File: config.mk
export PLATFORM = sky130hd
export DESIGN_NAME = screen_arbiter
export DESIGN_NICKNAME = d
export VERILOG_FILES = /design/src/rtl/screen_arbiter.sv
export SDC_FILE = /design/constraint.sdc
export NUM_CORES = 1
export LEC_CHECK = 0
export ABC_CLOCK_PERIOD_IN_PS = 10600
export BUFFER_PORTS_ARGS = -buffer_cell sky130_fd_sc_hd__buf_2
export CORE_MARGIN = 5
export CORE_UTILIZATION = 30
export DETAILED_ROUTE_END_ITERATION = 10
export GPL_ROUTABILITY_DRIVEN = 0
export PLACE_DENSITY_LB_ADDON = 0.25
export SKIP_LAST_GASP = 1
export SLEW_MARGIN = 30
export SYNTH_ARGS = -nofsm -noshare
export SYNTH_HDL_FRONTEND = slang
export SYNTH_SLANG_ARGS = --single-unit
File: constraint.sdc
create_clock -name clk -period 10.6 [get_ports clk]
set_clock_uncertainty 0.05 [all_clocks]
set_input_delay 2.12 -clock clk [delete_from_list [all_inputs] [get_ports clk]]
set_output_delay 2.12 -clock clk [all_outputs]
set_load 0.01 [all_outputs]
File: src/rtl/screen_arbiter.sv
`timescale 1ns/1ps
// Screen RAM owner: arbitrates LCD word prefetch (priority) against CPU accesses, serialises words to RGB565 pixels.
// CPU ack 3 clk after req is sampled in IDLE; a display fetch takes 2 clk; no backpressure to the LCD, late words raise sticky underrun.
module screen_arbiter #(
    parameter int          X_OFFSET = 144,
    parameter int          Y_OFFSET = 112,
    parameter logic [15:0] FG_COLOR = 16'hFFFF,
    parameter logic [15:0] BG_COLOR = 16'h0000
) (
    input  logic        clk,
    input  logic        reset,
    input  logic        pix_en,
    input  logic [9:0]  h_pos,
    input  logic [9:0]  v_pos,
    output logic [15:0] pixel_rgb,
    output logic        underrun,
    input  logic        cpu_req,
    input  logic        cpu_we,
    input  logic [12:0] cpu_addr,
    input  logic [15:0] cpu_wdata,
    output logic [15:0] cpu_rdata,
    output logic        cpu_ack,
    output logic        ram_en,
    output logic        ram_we,
    output logic [12:0] ram_addr,
    output logic [15:0] ram_wdata,
    input  logic [15:0] ram_rdata
);

    typedef enum logic [2:0] {
        IDLE    = 3'd0,
        D_ISSUE = 3'd1,
        D_CAPT  = 3'd2,
        C_ISSUE = 3'd3,
        C_CAPT  = 3'd4
    } state_t;

    state_t      state_q, state_d;
    logic        ram_en_q, ram_en_d;
    logic        ram_we_q, ram_we_d;
    logic [12:0] ram_addr_q, ram_addr_d;
    logic [15:0] ram_wdata_q, ram_wdata_d;
    logic        cpu_ack_q, cpu_ack_d;
    logic [15:0] cpu_rdata_q, cpu_rdata_d;
    logic [15:0] pf_q, pf_d;
    logic        pf_valid_q, pf_valid_d;
    logic [15:0] sh_q, sh_d;
    logic [12:0] fetch_ptr_q, fetch_ptr_d;
    logic [5:0]  words_left_q, words_left_d;
    logic        drop_q, drop_d;
    logic [15:0] pixel_q, pixel_d;
    logic        underrun_q, underrun_d;

    logic        fetch_need;
    logic        line_start;
    logic        in_x, in_y, in_win;
    logic [3:0]  bit_idx;
    logic [7:0]  row_idx;

    assign fetch_need = !pf_valid_q && (words_left_q != 6'd0);
    assign line_start = pix_en && (h_pos == 10'd0);
    assign in_x       = ({1'b0, h_pos} >= 11'(X_OFFSET)) && ({1'b0, h_pos} < 11'(X_OFFSET + 512));
    assign in_y       = ({1'b0, v_pos} >= 11'(Y_OFFSET)) && ({1'b0, v_pos} < 11'(Y_OFFSET + 256));
    assign in_win     = in_x && in_y;
    // Only the low bits of the window-relative offsets are ever needed, so modular subtraction suffices.
    assign bit_idx    = h_pos[3:0] - 4'(X_OFFSET);
    assign row_idx    = v_pos[7:0] - 8'(Y_OFFSET);

    always_comb begin
        state_d      = state_q;
        ram_en_d     = 1'b0;
        ram_we_d     = 1'b0;
        ram_addr_d   = ram_addr_q;
        ram_wdata_d  = ram_wdata_q;
        cpu_ack_d    = 1'b0;
        cpu_rdata_d  = cpu_rdata_q;
        pf_d         = pf_q;
        pf_valid_d   = pf_valid_q;
        sh_d         = sh_q;
        fetch_ptr_d  = fetch_ptr_q;
        words_left_d = words_left_q;
        drop_d       = 1'b0;
        pixel_d      = pixel_q;
        underrun_d   = underrun_q;

        case (state_q)
            IDLE: begin
                if (fetch_need) begin
                    state_d    = D_ISSUE;
                    ram_en_d   = 1'b1;
                    ram_addr_d = fetch_ptr_q;
                end else if (cpu_req) begin
                    state_d     = C_ISSUE;
                    ram_en_d    = 1'b1;
                    ram_we_d    = cpu_we;
                    ram_addr_d  = cpu_addr;
                    ram_wdata_d = cpu_wdata;
                end
            end
            D_ISSUE: begin
                state_d = D_CAPT;
                // A line start while the read is in flight makes the returning word stale.
                drop_d  = line_start;
            end
            D_CAPT: begin
                state_d = IDLE;
                if (!drop_q) begin
                    pf_d         = ram_rdata;
                    pf_valid_d   = 1'b1;
                    fetch_ptr_d  = fetch_ptr_q + 13'd1;
                    words_left_d = words_left_q - 6'd1;
                end
            end
            C_ISSUE: begin
                state_d = C_CAPT;
            end
            C_CAPT: begin
                state_d     = IDLE;
                cpu_ack_d   = 1'b1;
                cpu_rdata_d = cpu_we ? 16'h0000 : ram_rdata;
            end
            default: begin
                state_d = IDLE;
            end
        endcase

        if (pix_en) begin
            if (in_win) begin
                if (bit_idx == 4'd0) begin
                    sh_d       = pf_q;
                    pf_valid_d = 1'b0;
                    if (!pf_valid_q) begin
                        underrun_d = 1'b1;
                        pixel_d    = BG_COLOR;
                    end else begin
                        pixel_d = pf_q[0] ? FG_COLOR : BG_COLOR;
                    end
                end else begin
                    pixel_d = sh_q[bit_idx] ? FG_COLOR : BG_COLOR;
                end
            end else begin
                pixel_d = BG_COLOR;
            end
        end

        // Line start overrides any word captured in the same cycle.
        if (line_start) begin
            pf_valid_d = 1'b0;
            if (in_y) begin
                fetch_ptr_d  = {row_idx, 5'd0};
                words_left_d = 6'd32;
            end else begin
                words_left_d = 6'd0;
            end
        end
    end

    always_ff @(posedge clk or posedge reset) begin
        if (reset) begin
            state_q      <= IDLE;
            ram_en_q     <= 1'b0;
            ram_we_q     <= 1'b0;
            ram_addr_q   <= '0;
            ram_wdata_q  <= '0;
            cpu_ack_q    <= 1'b0;
            cpu_rdata_q  <= '0;
            pf_q         <= '0;
            pf_valid_q   <= 1'b0;
            sh_q         <= '0;
            fetch_ptr_q  <= '0;
            words_left_q <= '0;
            drop_q       <= 1'b0;
            pixel_q      <= '0;
            underrun_q   <= 1'b0;
        end else begin
            state_q      <= state_d;
            ram_en_q     <= ram_en_d;
            ram_we_q     <= ram_we_d;
            ram_addr_q   <= ram_addr_d;
            ram_wdata_q  <= ram_wdata_d;
            cpu_ack_q    <= cpu_ack_d;
            cpu_rdata_q  <= cpu_rdata_d;
            pf_q         <= pf_d;
            pf_valid_q   <= pf_valid_d;
            sh_q         <= sh_d;
            fetch_ptr_q  <= fetch_ptr_d;
            words_left_q <= words_left_d;
            drop_q       <= drop_d;
            pixel_q      <= pixel_d;
            underrun_q   <= underrun_d;
        end
    end

    assign pixel_rgb = pixel_q;
    assign underrun  = underrun_q;
    assign cpu_rdata = cpu_rdata_q;
    assign cpu_ack   = cpu_ack_q;
    assign ram_en    = ram_en_q;
    assign ram_we    = ram_we_q;
    assign ram_addr  = ram_addr_q;
    assign ram_wdata = ram_wdata_q;

endmodule

==> qor.yml <==
flow_run:
  drv_cap: 0
yosys:
  synth.distinct_cells: 47
  syn_area_sq_um: 4803
  avgSynthCellArea_sq_um: 11.38
  synth_top_family_by_area: "multiplexers"
  syn-num-nets: 495
  synth-compound-area-share_pct: 5.392
  synth_warnings: 0
  synth_edf_count: 0
  synth.area.mux_share_pct: 16.83
  ys.flop_type: "dfrtp_1"
  ys_seq_elements: 106
  synth_fa_ha_area_share_pct: 0.7815
  synthCells: 422
  synthXorXnorAreaFrac_pct: 3.100
  yosys.area_share.simple_pct: 14.12
  synthArstFlopShare_pct: 100.0
  ys_seq_area_share_pct: 55.22
critical_path:
  crit_end: "sh_q[2]"
  cp.arrival_ps: 4270
  critPathKind: "input pin to flip-flop"
  critPathRequiredTime_ps: 10790
  start_kind: "input pin"
  cpLargestDelayFamily: "simple AND/OR/NAND/NOR gates"
  worstSetupPathDepth: 6
  crit_slowest_cell: "a2111oi_4"
  r2r_end: "fetch_ptr_q[12]"
  path_buf_inv: 2
  end_kind: "flip-flop"
  cpPeakStageDelay_ps: 620
  crit_chain: "buf_2 -> nor4_2 -> nand2_1 -> a2111oi_4 -> buf_4 -> mux2_2"
  timing.rr.start: "state_q[2]"
  r2r_cells: 4
  critPathMaxFanout: 11
  reg2reg_slack_ps: 7930
  crit_path_start: "h_pos[0]"
detailed_routing:
  wl_microns: 11210
  route.detailed.drc: 0
  wire_per_inst_microns: 14.75
  drt_first_pass_iters: 4
  dr_wl_met2_microns: 5669
  drt-initial-drc-count: 171
  vias: 3485
  ant_nets: 0
  highest_layer: "met4"
  wl_met3_microns: 493
  avgViaCountPerCell: 4.586
  wl_met1_microns: 4770
finish:
  finalNonFillerCells: 760
  finalInstanceArea_sq_um: 5884
  area_growth_syn_to_layout_pct: 22.51
  nets: 613
  layout-drive-gt1-share_pct: 42.46
  diodes: 0
sta:
  fmax_mhz: 245.2
  hold_viol_final: 0
  maxSlewViolCount: 0
  timing.final.crit_share_pct: 38.48
  finalCriticalPeriod_ps: 4079
  relSlewSlack_pct: 39.91
  rsz0062_at_grt: "false"
  fin_setup_tns_ps: 0
  tightestPinTransition_ps: 898.7
  setup_viol: 0
clock_tree:
  cts.sinks: 106
  cts_buffer_depth: 2
  clk_pin_slew_ps: 70
  ctsHoldBuffers: 0
  ctsResizeCount: 0
  h-tree-depth: 3
  cts_buffers: 9
  post_cts_buffers: 0
  clockRootBuffer: "clkbuf_16"
  clk_latency_ps: 350
  cts_tree: "yes"
die:
  die-area_sq_um: 18640
  boundaryPins: 135
  initial_core_util_pct: 30.46
  die_h_microns: 136.5
  core_area_sq_um: 15770
  die_w_microns: 136.5
  num_rows: 46
global_routing:
  grt_util_all_layers_pct: 12.65
  grt_pass1_wl_microns: 18460
  grt_max_degree: 67
  gr-total-overflow: 0
  grt_pass1_vias: 3713
  antenna_found_initial: 0
power:
  switchingPower_mw: 0.4960
  ir_worst_vdd_uv: 125.9
  clkPwrFrac_pct: 22.6
  power_leakage_nw: 2.877
  power_density_nw_per_um2: 242.2
  sw_frac_of_total_pct: 34.80
  comb_power_share_pct: 31.6
  internal_power_mw: 0.9292
  p_seq_share_pct: 45.8
placement:
  dp.cells: 745
  portBuffers: 134
  dpl_cell_area_sq_um: 5603
  hpwl_microns: 8372
min_path:
  hold_path.class: "flip-flop to flip-flop"
run_status:
  status: "finished clean"
-- registers in the layout, indices dropped and copies added, names as in the netlist, 3 cells and up --
name and count:
cpu_rdata 16, pf_q 16, ram_wdata 16, sh_q 16, fetch_ptr_q 13, ram_addr 13
words_left_q 6, state_q 3
-- metrics by stage --
stage / utilization (%) / hold WS [ps] / power, mW / worst slack (ps)
2_1_floorplan: - / 390.1 / 0.9353 / 5641
3_3_place_gp: 35.48 / 409.1 / 1.104 / 5954
3_5_place_dp: 35.53 / 414.5 / 1.121 / 6126
4_1_cts: 37.26 / 428.7 / 1.449 / 6503
5_1_grt: 37.31 / 456.5 / 1.532 / 6380
6_report: 37.31 / 427.4 / 1.425 / 6521
-- power by group through the flow --
stage                     combinational, mW  clock (mW)  sequential [mW]
after floorplan                       0.254           0            0.682
after global placement                0.450           0            0.654
after detailed placement              0.461           0            0.660
after CTS                             0.461       0.333            0.655
after global routing                  0.508       0.349            0.675
final                                 0.450       0.322            0.653
-- per-layer routing --
metal / up-vias / track usage (%)
li1: 1673 / -
met1: 1715 / 15.00
met2: 81 / 21.74
met3: 16 / 2.794
met4: 0 / 6.047
met5: - / 0
-- cells by family (layout without fill, tap and decap cells) --
group | count (synthesis) | count (layout)
compound gates | 38 | 38
simple gates | 149 | 149
xor+xnor | 17 | 17
flops | 106 | 106
fa+ha+maj | 3 | 3
buf+inv | 40 | 162
mux | 69 | 69
-- worst min-delay path by stage --
| stage | from | endpoint | slack (ps) | cells after the start |
|---|---|---|---|---|
| 6_report | underrun | underrun | 430 | 1 |
| 5_1_grt | underrun | underrun | 460 | 1 |
| 4_1_cts | underrun | underrun | 430 | 1 |
| 3_5_place_dp | underrun | underrun | 410 | 1 |
| 3_3_place_gp | cpu_rdata[1] | cpu_rdata[1] | 410 | 2 |
| 2_1_floorplan | pf_q[10] | pf_q[10] | 390 | 2 |
-- area by class of cell --
class / instances / area [sq um]
repair buffers: 137 / 693.2
clock inverters: 6 / 47.55
inverters: 10 / 40.04
fillers: 1620 / 9886
clock buffers: 9 / 225.2
flip-flops and latches: 106 / 2653
multi-input cells: 276 / 1956
well taps: 216 / 270.3
-- cells in the mapped netlist, types with 2 or more instances --
master,n,area share [%]
xnor2_1,6,1.1
inv_1,9,0.70
dfrtp_1,106,55
xor2_1,11,2.0
clkbuf_1,8,0.63
a211oi_1,2,0.31
o21ai_0,17,1.8
nand2_1,94,7.3
nand3_1,7,0.73
ha_1,3,0.78
buf_2,4,0.42
nor4_2,2,0.52
nand3b_1,2,0.31
a31oi_1,3,0.39
a21oi_1,4,0.42
mux2_2,64,15
buf_1,2,0.16
nor3_1,6,0.63
o21a_1,2,0.31
nor2_1,18,1.4
nand4_1,5,0.65
nor4_1,5,0.65
mux4_2,3,1.4
buf_4,15,2.3
mux2i_1,2,0.42
-- layout by cell type (no fill, tap or decap), drive strengths merged, types with 4 or more instances in the layout --
master and count:
a21oi 4, buf 137, clkbuf 9, dfrtp 106, inv 13, mux2 64
nand2 94, nand3 7, nand4 5, nor2 18, nor3 6, nor4 7
o21ai 18, xnor2 6, xor2 11
Note: power is estimated with default switching activity, not from simulation.
